--- src/rtl/dot_product_stream_engine_if.sv ---
// dot_product_stream_engine_if: command, element stream and result handshake bundle
interface dot_product_stream_engine_if #(
  parameter int DATA_WIDTH   = 8,
  parameter int CNT_WIDTH    = 3,
  parameter int RESULT_WIDTH = 18
);
  logic                    start;
  logic                    busy;
  logic                    start_reading;
  logic                    data_valid;
  logic [DATA_WIDTH-1:0]   mem1_output;
  logic [DATA_WIDTH-1:0]   mem2_output;
  logic [CNT_WIDTH-1:0]    element_count;
  logic                    reading_done;
  logic [RESULT_WIDTH-1:0] result;
  logic                    result_valid;
  logic                    result_ready;
  logic                    length_err;
  logic                    timeout_err;
  modport slave (
    input  start, data_valid, mem1_output, mem2_output, element_count, reading_done, result_ready,
    output busy, start_reading, result, result_valid, length_err, timeout_err
  );
  modport master (
    output start, data_valid, mem1_output, mem2_output, element_count, reading_done, result_ready,
    input  busy, start_reading, result, result_valid, length_err, timeout_err
  );
endinterface

--- src/rtl/dot_product_stream_engine.sv ---
// dot_product_stream_engine: accumulates a streamed unsigned dot product and returns it over valid/ready
module dot_product_stream_engine #(
  parameter int DATA_WIDTH     = 8,
  parameter int VECTOR_WIDTH   = 4,
  parameter int CNT_WIDTH      = 3,
  parameter int RESULT_WIDTH   = 18,
  parameter int TIMEOUT_CYCLES = 64
) (
  input logic clk,
  input logic rst_n,
  dot_product_stream_engine_if.slave bus
);
  localparam int TW = $clog2(TIMEOUT_CYCLES + 1);
  localparam logic [CNT_WIDTH-1:0] VW = CNT_WIDTH'(VECTOR_WIDTH);
  typedef enum logic [1:0] {IDLE, REQ, ACCUM, DONE} state_t;
  state_t                  state;
  logic [RESULT_WIDTH-1:0] acc;
  logic [CNT_WIDTH-1:0]    cnt;
  logic [TW-1:0]           timer;
  logic [2*DATA_WIDTH-1:0] prod;
  logic [RESULT_WIDTH-1:0] acc_next;
  logic [CNT_WIDTH-1:0]    cnt_next;
  logic                    beat_err;
  logic                    timed_out;
  always_comb begin
    prod      = bus.mem1_output * bus.mem2_output;
    acc_next  = (bus.data_valid && cnt < VW) ? acc + RESULT_WIDTH'(prod) : acc;
    // counter parks at VECTOR_WIDTH+1 so overlong streams stay distinguishable
    cnt_next  = (bus.data_valid && cnt <= VW) ? cnt + 1'b1 : cnt;
    beat_err  = bus.data_valid && (bus.element_count != cnt || cnt >= VW);
    timed_out = timer == TW'(TIMEOUT_CYCLES - 1);
  end
  always_ff @(posedge clk or negedge rst_n) begin
    if (!rst_n) begin
      state             <= IDLE;
      acc               <= '0;
      cnt               <= '0;
      timer             <= '0;
      bus.busy          <= 1'b0;
      bus.start_reading <= 1'b0;
      bus.result        <= '0;
      bus.result_valid  <= 1'b0;
      bus.length_err    <= 1'b0;
      bus.timeout_err   <= 1'b0;
    end else begin
      case (state)
        IDLE: if (bus.start) begin
          state             <= REQ;
          acc               <= '0;
          cnt               <= '0;
          timer             <= '0;
          bus.busy          <= 1'b1;
          bus.start_reading <= 1'b1;
          bus.length_err    <= 1'b0;
          bus.timeout_err   <= 1'b0;
        end
        REQ: begin
          state             <= ACCUM;
          bus.start_reading <= 1'b0;
        end
        ACCUM: begin
          acc   <= acc_next;
          cnt   <= cnt_next;
          timer <= timer + 1'b1;
          if (beat_err) bus.length_err <= 1'b1;
          if (bus.reading_done) begin
            state            <= DONE;
            bus.result       <= acc_next;
            bus.result_valid <= 1'b1;
            if (cnt_next != VW) bus.length_err <= 1'b1;
          end else if (timed_out) begin
            state            <= DONE;
            bus.result       <= acc_next;
            bus.result_valid <= 1'b1;
            bus.timeout_err  <= 1'b1;
          end
        end
        DONE: if (bus.result_ready) begin
          state            <= IDLE;
          bus.result_valid <= 1'b0;
          bus.busy         <= 1'b0;
        end
        default: state <= IDLE;
      endcase
    end
  end
endmodule

--- src/flat_wrapper.sv ---
// flat-port wrapper written by rule: the top's interface ports become plain ports
module dot_product_stream_engine_flat 
#(
  parameter int DATA_WIDTH     = 8,
  parameter int VECTOR_WIDTH   = 4,
  parameter int CNT_WIDTH      = 3,
  parameter int RESULT_WIDTH   = 18,
  parameter int TIMEOUT_CYCLES = 64
)
  (clk, rst_n, bus_start, bus_data_valid, bus_mem1_output, bus_mem2_output, bus_element_count, bus_reading_done, bus_result_ready, bus_busy, bus_start_reading, bus_result, bus_result_valid, bus_length_err, bus_timeout_err);
  dot_product_stream_engine_if #(.DATA_WIDTH(DATA_WIDTH), .CNT_WIDTH(CNT_WIDTH), .RESULT_WIDTH(RESULT_WIDTH)) bus_i ();
  input logic clk;
  input logic rst_n;
  input wire logic [$bits(bus_i.start)-1:0] bus_start;
  input wire logic [$bits(bus_i.data_valid)-1:0] bus_data_valid;
  input wire logic [$bits(bus_i.mem1_output)-1:0] bus_mem1_output;
  input wire logic [$bits(bus_i.mem2_output)-1:0] bus_mem2_output;
  input wire logic [$bits(bus_i.element_count)-1:0] bus_element_count;
  input wire logic [$bits(bus_i.reading_done)-1:0] bus_reading_done;
  input wire logic [$bits(bus_i.result_ready)-1:0] bus_result_ready;
  output wire logic [$bits(bus_i.busy)-1:0] bus_busy;
  output wire logic [$bits(bus_i.start_reading)-1:0] bus_start_reading;
  output wire logic [$bits(bus_i.result)-1:0] bus_result;
  output wire logic [$bits(bus_i.result_valid)-1:0] bus_result_valid;
  output wire logic [$bits(bus_i.length_err)-1:0] bus_length_err;
  output wire logic [$bits(bus_i.timeout_err)-1:0] bus_timeout_err;
  assign bus_i.start = bus_start;
  assign bus_i.data_valid = bus_data_valid;
  assign bus_i.mem1_output = bus_mem1_output;
  assign bus_i.mem2_output = bus_mem2_output;
  assign bus_i.element_count = bus_element_count;
  assign bus_i.reading_done = bus_reading_done;
  assign bus_i.result_ready = bus_result_ready;
  assign bus_busy = bus_i.busy;
  assign bus_start_reading = bus_i.start_reading;
  assign bus_result = bus_i.result;
  assign bus_result_valid = bus_i.result_valid;
  assign bus_length_err = bus_i.length_err;
  assign bus_timeout_err = bus_i.timeout_err;
  dot_product_stream_engine #(.DATA_WIDTH(DATA_WIDTH), .VECTOR_WIDTH(VECTOR_WIDTH), .CNT_WIDTH(CNT_WIDTH), .RESULT_WIDTH(RESULT_WIDTH), .TIMEOUT_CYCLES(TIMEOUT_CYCLES)) u_core (.clk(clk), .rst_n(rst_n), .bus(bus_i));
endmodule
--- config.mk ---
export PLATFORM = sky130hd
export DESIGN_NAME = dot_product_stream_engine_flat
export DESIGN_NICKNAME = d
export VERILOG_FILES = /design/src/rtl/dot_product_stream_engine_if.sv /design/src/rtl/dot_product_stream_engine.sv /design/src/flat_wrapper.sv
export SDC_FILE = /design/constraint.sdc
export NUM_CORES = 1
export LEC_CHECK = 0
export BUFFER_PORTS_ARGS = -buffer_cell sky130_fd_sc_hd__clkbuf_2
export CORE_ASPECT_RATIO = 1.2
export CORE_MARGIN = 8
export CORE_UTILIZATION = 40
export CTS_CLUSTER_DIAMETER = 50
export DETAILED_ROUTE_END_ITERATION = 16
export HOLD_SLACK_MARGIN = 0.06
export SLEW_MARGIN = 0
export SYNTH_ARGS = -nofsm -noshare
export SYNTH_HDL_FRONTEND = slang
export SYNTH_SLANG_ARGS = --single-unit
export TNS_END_PERCENT = 30
--- constraint.sdc ---
create_clock -name clk -period 6.3 [get_ports clk]
set_input_delay 0.63 -clock clk [delete_from_list [all_inputs] [get_ports clk]]
set_output_delay 0.63 -clock clk [all_outputs]
set_load 0.01 [all_outputs]
**After elaboration in Yosys (flattened, before gate mapping)**

Index checks and enable logic that the tools add are counted.

- Add/subtract/negate cells: 3
- $mul: 1
- Order comparisons: 3
- Equal/unequal tests: 11
- Muxes and demuxes: 29
- Reductions and logical operators: 17

Operator list:

| kind | count |
|---|---|
| 18-bit 2-to-1 mux | 4 |
| 18-bit one-hot mux with 2 select lines | 1 |
| 18-bit by 16-bit adder with 18-bit output | 1 |
| 8-bit by 8-bit multiplier with 16-bit output | 1 |
| 7-bit one-hot mux with 2 select lines | 1 |
| 1-bit one-hot mux with 2 select lines | 5 |
| 2-bit nonzero test | 5 |
| 1-bit 2-to-1 mux | 9 |
| 3-bit AND reduction | 3 |
| 2-bit 2-to-1 mux | 4 |
| 2-bit one-hot mux with 4 select lines | 1 |
| 7-bit by 1-bit adder with 7-bit output (second input constant) | 1 |
| 7-bit by 6-bit equality test with 1-bit output (second input constant) | 1 |
| 7-bit 2-to-1 mux | 1 |
| 3-bit 2-to-1 mux | 2 |
| 2-bit != test (second input constant) | 3 |
| 3-bit one-hot mux with 2 select lines | 1 |
| 2-bit AND reduction | 3 |
| 2-bit equality test (second input constant) | 2 |
| 4-bit AND reduction | 1 |
| 3-bit by 1-bit adder with 3-bit output (second input constant) | 1 |
| 3-bit greater-or-equal comparator (second input constant) | 1 |
| 3-bit less-or-equal comparator (second input constant) | 1 |
| 1-bit logical AND | 3 |
| other kinds (8) | 8 |

- Bits in registers: 53
- Input port bits: 25
- Output and inout port bits: 23
- Logic and storage cells: 74

**Longest topological paths before layout**

Gate-level depths: netlist (run 1).

- Depth in word-level cells: 7
- Mapped depth: 18
- Depth with buffers taken out: 17

**Worst setup path after synthesis (run 1)**

No wires, ideal clock.

- Kind: input to register
- From: input port bus_mem2_output[1]
- To: register u_core.acc[15]
- Arrival time: 4614 ps
- Setup slack: 1565 ps
- Cell stages on the path: 17
- Buffers on the path: 1
- Cells stage by stage: clkbuf_1 nand2_1 fa_1 inv_1 fa_1 fa_1 inv_1 fa_1 inv_1 ha_1 a21o_1 a221oi_2 a211oi_1 nor2b_2 o21bai_2 xor2_1 a22o_1

- Word-level cells in the longest chain between the ends: 4

Ends and longest elaborated chain:

| element | RTL line | RTL |
|---|---|---|
| start: declaration | flat_wrapper.sv:17 | `input wire logic [$bits(bus_i.mem2_output)-1:0] bus_mem2_output;` |
| 8-bit by 8-bit multiplier with 16-bit output | dot_product_stream_engine.sv:26 | `prod = bus.mem1_output * bus.mem2_output;` |
| 18-bit by 16-bit adder with 18-bit output | dot_product_stream_engine.sv:27 | `acc_next = (bus.data_valid && cnt < VW) ? acc + RESULT_WIDTH'(prod) : acc;` |
| 18-bit 2-to-1 mux | dot_product_stream_engine.sv:27 |  |
| 18-bit one-hot mux with 2 select lines | dot_product_stream_engine.sv:46 | `case (state)` |
| end signal: assignment | dot_product_stream_engine.sv:62 | `acc <= acc_next;` |
| end: declaration | dot_product_stream_engine.sv:17 | `logic [RESULT_WIDTH-1:0] acc;` |

No other way between the ends.
A chain may end at the register's enable or synchronous reset.

**Worst setup path in the final report (run 1)**

- From: input port bus_mem1_output[1]
- To: register u_core.acc[15]

- Word-level cells in the longest chain between the ends: 4

Ends and longest elaborated chain:

| element | RTL line | RTL |
|---|---|---|
| start: declaration | flat_wrapper.sv:16 | `input wire logic [$bits(bus_i.mem1_output)-1:0] bus_mem1_output;` |
| 8-bit by 8-bit multiplier with 16-bit output | dot_product_stream_engine.sv:26 |  |
| 18-bit by 16-bit adder with 18-bit output | dot_product_stream_engine.sv:27 |  |
| 18-bit 2-to-1 mux | dot_product_stream_engine.sv:27 |  |
| 18-bit one-hot mux with 2 select lines | dot_product_stream_engine.sv:46 |  |

No other way between the ends.

==> key figures, run 1 <==
Run status
  • Status: finished clean

Drt
  • Total number of vias: 3888
  • Residual DRC count: 0
  • Vias per cell: 5.04
  • Pre-Repair DR Iteration Count: 4
  • WL/cell: 14.8 um
  • Remaining antenna violation count: 0
  • Drt total wl: 11400 um
  • Initial drt markers: 223

Final layout
  • Layout Utilization: 45.4%
  • Layout cells sized above 1: 11.9%
  • Nets: 728
  • Multi-input gate area in the final layout: 3300 um2
  • Sequential Area: 1330 um2
  • Final non-filler cell total: 771
  • Area growth syn-to-layout: 12.1%
  • # fillers: 1256
  • Antenna cell count: 0
  • Design Area, Final: 5670 um2

Power
  • Leak: 2.99 nW
  • PnR Total Power: 2.56 mW
  • VDD IR max: 0.242 mV
  • PD cells: 452 nW/um2

Logic synthesis
  • Synth Instances: 559
  • #FFs+latches synth: 53
  • Synth Area in XOR/XNOR: 3.11%
  • Fraction of the yosys area taken by sequential cells: 26.2%
  • Post-Synth Adder-Cell Area: 31.4%
  • Fraction of synthesized area in multiplexers: 2.05%
  • Mapped Area: 5060 um2
  • Compound-Gate Fraction of Synth Area: 13.5%
  • Synth Area in Simple Gates: 15.0%
  • Syn_nets: 681
  • Post-synth EDFFs: 0
  • Synth cell types: 46
  • Ys flop type: dfrtp_1
  • Average size of a mapped cell: 9.06 um2
  • Post-synth ARST share: 100%
  • Synthesis Warnings: 0
  • Largest family of logic cells by synthesized area: adder cells

Die
  • Rows: 45
  • Num ports: 48
  • Starting Density: 40.5%
  • Die Wd: 119 um
  • Die area: 16500 um2
  • CORE AREA: 12500 um2
  • Die Ht: 139 um

Global route
  • Total congestion overflow: 0
  • Global-route wire length before repair: 20700 um
  • Largest net degree at the start of global routing: 54
  • Tot GR Track Use: 15.0%
  • Initial antenna violation count: 0
  • Vias in the first global route: 4149

Critical path
  • Worst setup EP type: flip-flop
  • CP Launch Type: input port
  • Data arrival time of the worst path: 4.99 ns
  • Critical Path RT: 6.49 ns
  • Crit path kind: in -> reg
  • CP Max Fanout: 8

STA
  • Min Tclk post-route: 4.80 ns
  • Fin Hold WS: 0.454 ns
  • Setup Skew: 0.0110 ns
  • Unrepaired setup endpoints after global routing: no
  • Worst-Margin Slew: 0.705 ns
  • FMAX: 208 MHz
  • Final Hold Violating Endpoints: 0
  • Setup ws final: 1.50 ns
  • Final setup vio count: 0
  • Setup TNS: 0 ns
  • Pins Over Slew Limit: 0
  • Crit share post-route: 76.3%
  • Slew margin rel.: 53.0%

CTS
  • Post-CTS Resized: 0
  • TritonCTS Buffers: 5
  • Clk_lat worst skew: 0.30 ns
  • Setup bufs post-CTS: 0
  • CTS sink cnt: 53
  • Root buf cell: clkbuf_16
  • Max clock buf depth: 2
  • TritonCTS clock tree: yes
  • Clk slew on worst S/H paths: 0.07 ns
  • Hold_buf cts: 0
  • H-tree Lvls: 2

Place
  • DPL Wire Length: 9220 um
  • IO buf count: 47
  • GPL Wtd Cong: 0.814
  • Post-Place Worst Slack: 1.16 ns
  • Dpl cells: 763
  • DP Area: 5500 um2

Worst hold path
  • Worst Hold Class: in -> async

Job
  • Max-cap viol count: 0
[layer usage]
metal | GRT usage, % | up-vias | wire length [um]
met5 | 0 | - | 0
met4 | 3.60 | 0 | 157
met3 | 2.63 | 15 | 487
met2 | 25.8 | 83 | 5630
met1 | 19.0 | 1901 | 5120
li1 | - | 1889 | -
[synthesized netlist by cell type (all sizes together), types with 4 or more instances]
| cell | instances | area share [%] |
|---|---|---|
| inv | 105 | 7.8 |
| a22o | 16 | 2.8 |
| nor2 | 25 | 1.9 |
| dfrtp | 53 | 26 |
| a31oi | 4 | 0.49 |
| o21ai | 30 | 3.0 |
| clkbuf | 8 | 0.59 |
| a21o | 9 | 1.3 |
| xnor2 | 8 | 1.4 |
| and2 | 37 | 4.6 |
| nor3 | 4 | 0.40 |
| nand4 | 4 | 0.49 |
| mux2i | 7 | 1.4 |
| nand2b | 4 | 0.49 |
| buf | 4 | 0.37 |
| ha | 47 | 12 |
| a21oi | 26 | 2.6 |
| xor2 | 10 | 1.7 |
| fa | 50 | 20 |
| nand2 | 73 | 5.4 |
[layout by cell type (no fill, tap or decap), types with 2 or more instances in the layout]
cell type    n
a211oi_1     3
a21o_1       9
a21oi_1     26
a22o_1      16
a31oi_1      4
and2_1      37
and3_1       2
buf_4        5
clkbuf_16    5
clkbuf_2    47
dfrtp_1     53
fa_1        50
ha_1        47
inv_1      105
mux2_2       3
mux2i_1      7
nand2_1     73
nand2b_1     4
nand3_1      3
nand4_1      4
nor2_1      25
nor2b_2      2
nor3_1       4
o211ai_1     3
o21ai_0     23
o21ai_1      6
o31ai_1      2
xnor2_1      8
xor2_1      10
[kinds of logic after synthesis]
logic type | count (synthesis)
AOI/OAI and AO/OA | 104
muxes | 10
buffers and inverters | 117
xor gates and xnor gates | 18
adders and majority gates | 97
and+or+nand+nor | 160
DFF | 53
[area by class of cell]
class,count,area share (%)
tap,164,3.62
clock inverter,3,0.882
clock buffer,5,2.21
timing repair buffer,52,4.81
inverter,105,6.95
sequential,53,23.4
multi-input combinational,389,58.2
[power by group]
group          leakage, nW  internal, mW  switching (mW)
combinational         2.22         0.699            1.01
clock               0.0859         0.191           0.134
sequential           0.690         0.453          0.0798
total                 2.99          1.34            1.22
[state kept, by name, summed over array words and instances (netlist names)]
register,count
u_core.acc,18
u_core.bus.result,18
u_core.timer,7
u_core.cnt,3
u_core.state,2
u_core.bus.busy,1
u_core.bus.length_err,1
u_core.bus.result_valid,1
u_core.bus.start_reading,1
u_core.bus.timeout_err,1
[critical path, stage by stage]
cell,delay (ns)
clkbuf_2,0.14
and2_1,0.20
fa_1,0.53
fa_1,0.55
fa_1,0.56
inv_1,0.06
fa_1,0.54
inv_1,0.05
ha_1,0.37
and3_1,0.21
a221oi_2,0.39
a211oi_1,0.15
nor2b_2,0.18
o21bai_2,0.09
xor2_1,0.15
a22o_1,0.19
[worst paths after layout]
check / start / slack (ns) / cells after the start / to
max: bus_mem1_output[1] / 1.50 / 16 / u_core.acc[15]
min: rst_n / 0.45 / 2 / u_core.bus.result_valid
max reg2reg: u_core.acc[6] / 1.79 / 16 / u_core.bus.result[16]
min reg2reg: u_core.bus.result[2] / 0.48 / 2 / u_core.bus.result[2]
max in group asynchronous: rst_n / 5.37 / 2 / u_core.cnt[1]
min in group clk: u_core.bus.result[2] / 0.48 / 2 / u_core.bus.result[2]
Power figures use the tool's default switching activity.
==> run 2: changes to the inputs <==
==> constraint.sdc (replaced) <==
create_clock -name clk -period 4.8 [get_ports clk]
set_input_delay 0.48 -clock clk [delete_from_list [all_inputs] [get_ports clk]]
set_output_delay 0.48 -clock clk [all_outputs]
set_load 0.01 [all_outputs]
==> key figures, run 2 (same netlist as run 1, synthesis figures left out) <==
CTS
  • TritonCTS Buffers: 5 (unchanged)
  • Post-CTS Resized: 0 (unchanged)
  • TritonCTS clock tree: yes
  • Setup bufs post-CTS: 0 (unchanged)
  • Hold_buf cts: 0 (unchanged)
  • Clk_lat worst skew: 0.30 ns (about the same)
  • CTS sink cnt: 53 (unchanged)
  • Max clock buf depth: 2 (unchanged)
  • Root buf cell: clkbuf_16
  • Clk slew on worst S/H paths: 0.07 ns (about the same)
  • H-tree Lvls: 2 (unchanged)

Die
  • Die area: 16500 um2 (unchanged)
  • CORE AREA: 12500 um2 (unchanged)
  • Die Wd: 119 um (unchanged)
  • Die Ht: 139 um (unchanged)
  • Rows: 45 (unchanged)
  • Num ports: 48 (unchanged)
  • Starting Density: 40.5% (unchanged)

Critical path
  • Worst R2R Setup Slack: 0.29 ns (-1.50 ns)
  • Data arrival time of the worst path: 4.75 ns (-0.24 ns)
  • CP Launch Type: input port
  • CP cell instances: clkbuf_2, nand2_1, fa_1, fa_1, inv_1, fa_1, inv_1, fa_1, inv_1, ha_1, a21o_1, a221oi_2, buf_4, o21bai_1, a21oi_1, xnor2_1, mux2i_1, o21ai_1
  • Slowest stage cell on the critical path: fa_1
  • Crit path kind: in -> reg
  • Worst setup EP type: flip-flop
  • Worst path most repeated cell: fa_1
  • Max incr delay on CP: 0.55 ns (about the same)
  • RR Endpoint: u_core.bus.result[14]
  • Crit Reg-Reg Startpoint: u_core.acc[6]
  • Critical Path RT: 5.03 ns (-1.46 ns)
  • CP Max Fanout: 6 (-2)
  • Cells on worst reg2reg path: 16 (unchanged)

STA
  • Slew margin rel.: 18.5% (-35 points)
  • Pins Over Slew Limit: 0 (unchanged)
  • Final Hold Violating Endpoints: 0 (unchanged)
  • Min Tclk post-route: 4.52 ns
  • FMAX: 221 MHz
  • Worst-Margin Slew: 1.22 ns (+0.514 ns)
  • Setup Skew: 0.00655 ns (-0.00447 ns)
  • Fin Hold WS: 0.301 ns (-0.154 ns)
  • Crit share post-route: 94.2%
  • Unrepaired setup endpoints after global routing: no
  • Final setup vio count: 0 (unchanged)

Power
  • PnR Total Power: 3.57 mW (+39%)
  • Flop pwr share: 19.7% (-1.1 points)
  • P_int: 1.90 mW (+41%)
  • PD cells: 617 nW/um2 (+37%)
  • Sw Share: 46.8% (-0.79 points)
  • VDD IR max: 0.250 mV (+3.0%)
  • Leak: 3.06 nW (+2.3%)
  • Comb pwr share: 68.4% (+1.9 points)
  • Psw: 1.67 mW (+37%)
  • Clock power frac: 11.9% (-0.8 points)

Final layout
  • Multi-input gate area in the final layout: 3300 um2 (unchanged)
  • Commonest non-fill, non-tap cells in the layout: inv_1 (105), nand2_1 (73), dfrtp_1 (53)
  • Area growth syn-to-layout: 14.4%
  • Leading cell type in the layout, fill and taps excluded: inv_1
  • Biggest regs: u_core.acc: 18 flops, u_core.bus.result: 18 flops, u_core.timer: 7 flops
  • Layout cells sized above 1: 14.1% (+2.3 points)
  • # fillers: 1251 (-0.40%)
  • Sequential Area: 1330 um2 (unchanged)
  • Nets: 744 (+2.2%)
  • Layout Utilization: 46.3% (+0.93 points)
  • Antenna cell count: 0 (unchanged)

Global route
  • Largest net degree at the start of global routing: 54 (unchanged)
  • Tot GR Track Use: 15.2% (+0.18 points)
  • Global-route wire length before repair: 21000 um (+1.9%)
  • Vias in the first global route: 4353 (+4.9%)
  • Initial antenna violation count: 0 (unchanged)
  • Total congestion overflow: 0 (unchanged)

Drt
  • Residual DRC count: 0 (unchanged)
  • Initial drt markers: 315 (+41%)
  • Drt total wl: 11600 um (+2.2%)
  • Remaining antenna violation count: 0 (unchanged)
  • Pre-Repair DR Iteration Count: 5 (+1)
  • WL/cell: 14.8 um (+0.14%)
  • Vias per cell: 4.99 (-0.97%)
  • Total number of vias: 3930 (+1.1%)

Place
  • GPL Wtd Cong: 0.812 (-0.20%)
  • DPL Wire Length: 9390 um (+1.8%)
  • IO buf count: 47 (unchanged)

Run status
  • Status: finished clean

Job
  • Max-cap viol count: 0 (unchanged)

Worst hold path
  • Worst Hold Class: in -> async
run 2: final cells by class:
class | instances | share of cell area [%]
multi-input cells | 389 | 57.0
clock inverters | 3 | 0.800
clock buffers | 5 | 2.16
flip-flops and latches | 53 | 22.9
well taps | 164 | 3.54
repair buffers | 68 | 6.79
inverters | 105 | 6.81
run 2: stage by stage:
step | cells | setup TNS, ns | setup slack [ns] | area [um2]
after floorplan | 559 | 0 | 0.215 | 5060
after global routing | 787 | 0 | 0.00272 | 5790
after CTS | 787 | 0 | 0.273 | 5790
after global placement | 779 | -0.00525 | -0.00525 | 5620
after detailed placement | 779 | -0.0219 | -0.0101 | 5620
final | 787 | 0 | 0.280 | 5790
run 2: power by group through the flow:
stage / clock network [mW] / registers (mW) / logic [mW]
3_5_place_dp: 0 / 0.713 / 2.43
3_3_place_gp: 0 / 0.706 / 2.40
2_1_floorplan: 0 / 0.719 / 1.68
6_report: 0.426 / 0.704 / 2.44
5_1_grt: 0.449 / 0.724 / 2.81
4_1_cts: 0.434 / 0.705 / 2.46
run 2: critical path: cells and delay by family:
family,cells,cell delay (ns)
xor gates and xnor gates,1,0.17
and+or+nand+nor,1,0.09
buffers and inverters,5,0.48
adders and majority gates,5,2.47
muxes,1,0.11
AOI/OAI and AO/OA,5,0.96
run 2: worst max-delay path by stage:
stage,end,depth (start not counted),from
floorplan,u_core.acc[15],17,bus_mem2_output[1]
global placement,u_core.bus.result[13],16,bus_mem1_output[1]
detailed placement,u_core.bus.result[11],18,bus_mem1_output[4]
CTS,u_core.bus.result[11],18,bus_mem2_output[7]
global route,u_core.bus.result[14],16,u_core.acc[6]
finish,u_core.bus.result[11],18,bus_mem2_output[7]
run 2: per-layer routing:
metal,part of all wire (%),vias to the layer above,GRT usage (%)
met5,0,-,0
met1,47,1930,19.7
met2,49,69,26.0
met3,2.8,10,1.82
li1,-,1921,-
met4,1.1,0,4.07
